[src/rtl/cpu_pkg.sv]
// Shared CPU definitions: fetch FSM encoding and the opcode constants decoded by MainControl.
package cpu_pkg;

  typedef enum logic [1:0] {
    FETCH = 2'd0,
    HOLD  = 2'd1,
    HALT  = 2'd2
  } fetch_state_t;

  localparam logic [5:0] OP_RTYPE = 6'b000000;
  localparam logic [5:0] OP_J     = 6'b000010;
  localparam logic [5:0] OP_BEQ   = 6'b000100;
  localparam logic [5:0] OP_LW    = 6'b100011;
  localparam logic [5:0] OP_SW    = 6'b101011;
  localparam logic [5:0] OP_HALT  = 6'b111111;

endpackage

[src/rtl/next_pc_logic.sv]
// Combinational next-PC selection for the fetch unit: jump beats taken branch beats sequential.
module next_pc_logic (
  input  logic [31:0] pc_plus4,
  input  logic        jump,
  input  logic [25:0] jump_index,
  input  logic        branch_taken,
  input  logic [15:0] branch_offset,
  output logic [31:0] next_pc
);

  logic signed [31:0] boff_ext;
  logic        [31:0] jump_target;
  logic        [31:0] branch_target;

  // Word offset becomes a byte offset; the add wraps modulo 2^32.
  assign boff_ext      = {{14{branch_offset[15]}}, branch_offset, 2'b00};
  assign branch_target = pc_plus4 + $unsigned(boff_ext);
  assign jump_target   = {pc_plus4[31:28], jump_index, 2'b00};

  always_comb begin
    next_pc = pc_plus4;
    if (jump)
      next_pc = jump_target;
    else if (branch_taken)
      next_pc = branch_target;
  end

endmodule

[src/rtl/instr_fetch_unit.sv]
// Instruction fetch unit: one outstanding read, holds the fetched word until decode accepts it.
module instr_fetch_unit
  import cpu_pkg::*;
#(
  parameter logic [31:0] RESET_PC = 32'h0000_0000,
  parameter logic [5:0]  HALT_OP  = OP_HALT
) (
  input  logic        clk,
  input  logic        reset,
  output logic        imem_req,
  output logic [31:0] imem_addr,
  input  logic        imem_ack,
  input  logic [31:0] imem_rdata,
  output logic [31:0] instr,
  output logic [5:0]  op,
  output logic        instr_valid,
  input  logic        instr_ready,
  output logic [31:0] pc_out,
  output logic [31:0] pc_plus4,
  input  logic        jump,
  input  logic [25:0] jump_index,
  input  logic        branch_taken,
  input  logic [15:0] branch_offset,
  output logic        halted
);

  fetch_state_t state, state_nxt;
  logic [31:0]  pc_p0;
  logic [31:0]  instr_p1;
  logic [31:0]  pc_p1;
  logic [31:0]  next_pc;
  logic         accept;
  logic         handshake;

  assign accept    = (state == FETCH) && imem_ack;
  assign handshake = (state == HOLD) && instr_ready;

  always_ff @(posedge clk or posedge reset) begin
    if (reset)
      state <= FETCH;
    else
      state <= state_nxt;
  end

  always_comb begin
    state_nxt   = state;
    imem_req    = 1'b0;
    instr_valid = 1'b0;
    halted      = 1'b0;
    case (state)
      FETCH: begin
        // State already reads FETCH during reset; keep the bus quiet until release.
        imem_req = ~reset;
        if (imem_ack)
          state_nxt = HOLD;
      end
      HOLD: begin
        instr_valid = 1'b1;
        if (instr_ready)
          state_nxt = (op == HALT_OP) ? HALT : FETCH;
      end
      HALT:    halted = 1'b1;
      default: state_nxt = FETCH;
    endcase
  end

  // Stage p0: fetch address; stage p1: held instruction and its address
  always_ff @(posedge clk or posedge reset) begin
    if (reset) begin
      pc_p0    <= RESET_PC;
      instr_p1 <= '0;
      pc_p1    <= '0;
    end else if (accept) begin
      instr_p1 <= imem_rdata;
      pc_p1    <= pc_p0;
    end else if (handshake) begin
      pc_p0    <= next_pc;
    end
  end

  next_pc_logic u_next_pc (
    .pc_plus4      (pc_plus4),
    .jump          (jump),
    .jump_index    (jump_index),
    .branch_taken  (branch_taken),
    .branch_offset (branch_offset),
    .next_pc       (next_pc)
  );

  assign imem_addr = pc_p0;
  assign instr     = instr_p1;
  assign op        = instr_p1[31:26];
  assign pc_out    = pc_p1;
  assign pc_plus4  = pc_p1 + 32'd4;

endmodule

[config.mk]
export PLATFORM = sky130hd
export DESIGN_NAME = instr_fetch_unit
export DESIGN_NICKNAME = d
export VERILOG_FILES = /design/src/rtl/cpu_pkg.sv /design/src/rtl/next_pc_logic.sv /design/src/rtl/instr_fetch_unit.sv
export SDC_FILE = /design/constraint.sdc
export NUM_CORES = 1
export LEC_CHECK = 0
export BUFFER_PORTS_ARGS = -buffer_cell sky130_fd_sc_hd__buf_2
export CAP_MARGIN = 40
export CORE_ASPECT_RATIO = 1.4
export CORE_MARGIN = 8
export CORE_UTILIZATION = 51
export CTS_CLUSTER_SIZE = 8
export DETAILED_ROUTE_END_ITERATION = 6
export PLACE_DENSITY = 0.81
export REMOVE_ABC_BUFFERS = 1
export SLEW_MARGIN = 40
export SYNTH_ARGS = -nofsm -noshare
export SYNTH_HDL_FRONTEND = slang
export SYNTH_SLANG_ARGS = --single-unit
[constraint.sdc]
create_clock -name clk -period 4.3 [get_ports clk]
set_input_delay 0.215 -clock clk [delete_from_list [all_inputs] [get_ports clk]]
set_output_delay 0.215 -clock clk [all_outputs]
set_load 0.02 [all_outputs]
==> impl_results.md <==
- Hold path depth: 2
- Critical Path RT: 4.53 ns
- Endpoint class of the critical path: register
- Vias: approximately 5800
- First-pass GRT wire length: between 30000 and 40000 um
- P_int: 3.04 mW
- Power Density: 742 nW/um2
- Maximum fanout along the worst path: 6
- Total global routing overflow: 0
- Syn avg cell area: a little under 10 um2
- Ports: between 200 and 250
- # setup viols final: 0
- Startpoint Class: register
- Clock Latency Late Sink: 0.34 ns
- DIE AREA: 16200 um2
- Worst hold path class: in -> reg
- Main combinational cell family by area after synthesis: compound AO/OA/AOI/OAI gates
- Synth Area in Compound Gates: 16.9%
- Postcts setup bufs: 0
- Synthesized area: 6300 um2
- Clock slew at reported path FFs: 0.07 ns
- Synth top area cells: dfrtp_1 39%, mux2_2 11%, ha_1 7.1%, xnor2_1 4.4%, nand2_1 3.8%
- Xor and xnor area share after synthesis: approximately 6.5%
- Most frequent cells after synthesis: 98 x dfrtp_1, 63 x nand2_1, 62 x mux2_2, 36 x ha_1, 33 x o21ai_0
- TritonCTS buffer count: 9
- Row Count: 48
- Sw Ratio: 47.9%
- Reg2Reg Depth: 15
- Number of enable flip-flop cells after synthesis: 0
- Final Hold Fails: 0
- NetSw: 2.79 mW
- Final ANT Viol Nets: 0
- Port-buffer cells: 216
- Number of DRC markers in iteration 0: 209
- Count of cell types in the netlist: 58
- Max-slew violations: 0
- Via density: 5.72
- Initial Utilization: 51.7%
- Core box area: 12200 um2
- Relative slew slack: 50.6%
- Hold endpoint: instr[24]
- Minimum clock period: between 4 and 5 ns
- Worst VDD drop: 0.000444 V
- Nets: approximately 970
- Diodes inserted: 0
- Largest net degree at the start of global routing: 65
- Placement Setup Slack: 0.322 ns
- First drt pass iteration count: 4
- RR Endpoint: imem_addr[24]
- TritonCTS clock tree: done
- WL/cell: 19.6 um
- CP arrival: between 4 and 5 ns
- Root buf cell: clkbuf_16
- Prevailing post-synth register cell: dfrtp_1
- Area Overhead vs Synth: 24.5%
- CTS H-tree lvls: 3
- Worst setup startpoint: pc_out[2]
- Hold Crit Start: imem_rdata[24]
- Reg2reg setup slack: 0.25 ns
- Clk pwr share: between 10 and 15%
- Vias in the first global route: 6089
- Pin slew with the least headroom to its limit: 0.738 ns
- FMAX: 247 MHz
- Leak pwr: 3.88 nW
- Worst Slack Setup Final: 0.255 ns
- Count leader, synth: dfrtp_1
- Period utilisation layout: 94.1%
- Setup TNS: 0 ns
- Die Wd: 110 um
- Clk sink count: 98
- FILL cells: 1023
- Hpwl dp: 15300 um
- Logic pwr share: 58.8%
- Register area share after synthesis: between 30% and 40%
- Routability Congestion: 0.921
- Area leader, netlist: dfrtp_1
- Chip height: 148 um
- Top-area cell type share of the netlist area: slightly below 40%
- Post-Synth Simple-Gate Area: 14.5%
- Sequential power share: 27.4%
- Kind of critical path: reg -> reg
- Layout cells sized above 1: about two fifths
- Synth Register Bits: 98
- Max clock buf depth: 2
- Post-synthesis adder-cell area fraction: about 7.5%
- GR Util All Layers: 24.4%
- Cells after Synth: 642
- DRC viols: 0
- Total power: 5.83 mW
- Async SR Flop Fraction: 100%
- Ys Warns: 0
- Worst Clk Skew: 0.00858 ns
- Max-Cap Viols: 0
- Worst hold slack: 0.0966 ns
- Status: completed
- Final WL: ~20000 um
- Worst reg2reg path startpoint: pc_out[2]
- Antenna violations before repair: 0
- Mux cell area share after synthesis: between 10% and 20%
==> flip-flops by register name, summed over array words and instances, names as in the netlist <==
register and count:
pc_out 32, instr 32, imem_addr 32, state 2
==> final cells by class <==
type / instances / area (um2) / area share, %
Multi-Input combinational cell: 493 / 3640 / 46.3
Sequential cell: 98 / 2450 / 31.2
Timing Repair Buffer: 233 / 1210 / 15.4
Clock buffer: 10 / 239 / 3.05
Tap cell: 150 / 188 / 2.39
Inverter: 16 / 65.1 / 0.829
Clock inverter: 6 / 56.3 / 0.717
==> worst max-delay path, stage by stage (launching register included) <==
cell	delay, ns
dfrtp_1	0.42
ha_1	0.20
nand3_1	0.25
nor2_1	0.23
and3_1	0.19
xor2_1	0.28
ha_1	0.34
a21oi_1	0.17
nor2_1	0.06
o21a_1	0.17
or3_1	0.32
o22ai_2	0.29
o31a_1	0.31
o21bai_1	0.13
or4_1	0.39
and3_1	0.18
==> power groups by stage <==
stage	logic, mW	registers [mW]	clock network [mW]
detailed placement	3.41	1.60	0
floorplan	1.92	1.99	0
global placement	3.37	1.59	0
CTS	3.43	1.59	0.826
global route	3.71	1.65	0.862
finish	3.42	1.59	0.808
==> metrics by stage <==
stage | utilization, % | std cells | area [um2]
floorplan | - | 607 | 6140
global placement | 61.8 | 989 | 7530
detailed placement | 61.8 | 989 | 7530
CTS | 64.2 | 1005 | 7830
global route | 64.4 | 1006 | 7850
finish | 64.4 | 1006 | 7850
==> logic make-up after synthesis <==
group	Yosys count
adders and majority gates	37
DFF	98
AOI/OAI and AO/OA	156
muxes	69
xor gates and xnor gates	47
and+or+nand+nor	184
buffers and inverters	51
==> worst max path at each step <==
stage,end
2_1_floorplan,instr[0]
3_3_place_gp,imem_addr[24]
3_5_place_dp,imem_addr[24]
4_1_cts,imem_addr[24]
5_1_grt,imem_addr[31]
6_report,imem_addr[24]
==> layer usage <==
layer / vias to the layer above / global-route usage [%] / wire length, um
li1: 2755 / - / -
met4: 0 / 9.02 / 522
met3: 32 / 8.89 / 1900
met1: 2747 / 27.3 / 7470
met2: 219 / 40.9 / 9870
met5: - / 0 / 0
==> cell usage in the layout, fill, tap and decap left out, types with 14 or more instances in the layout <==
cell / instances
a21o_1: 20
a21oi_1: 30
buf_2: 216
buf_4: 16
dfrtp_1: 98
ha_1: 36
inv_1: 14
mux2_2: 62
nand2_1: 63
nand3_1: 26
nor2_1: 29
o21ai_0: 33
xnor2_1: 32
xor2_1: 15
==> what timing repair did <==
action / in CTS / in global routing
hold endpoints to repair: 0 / 2
setup endpoints to repair: 0 / 2
hold buffers: 0 / 1
resized for setup: 0 / 3
Note: power is estimated with default switching activity, not from simulation.
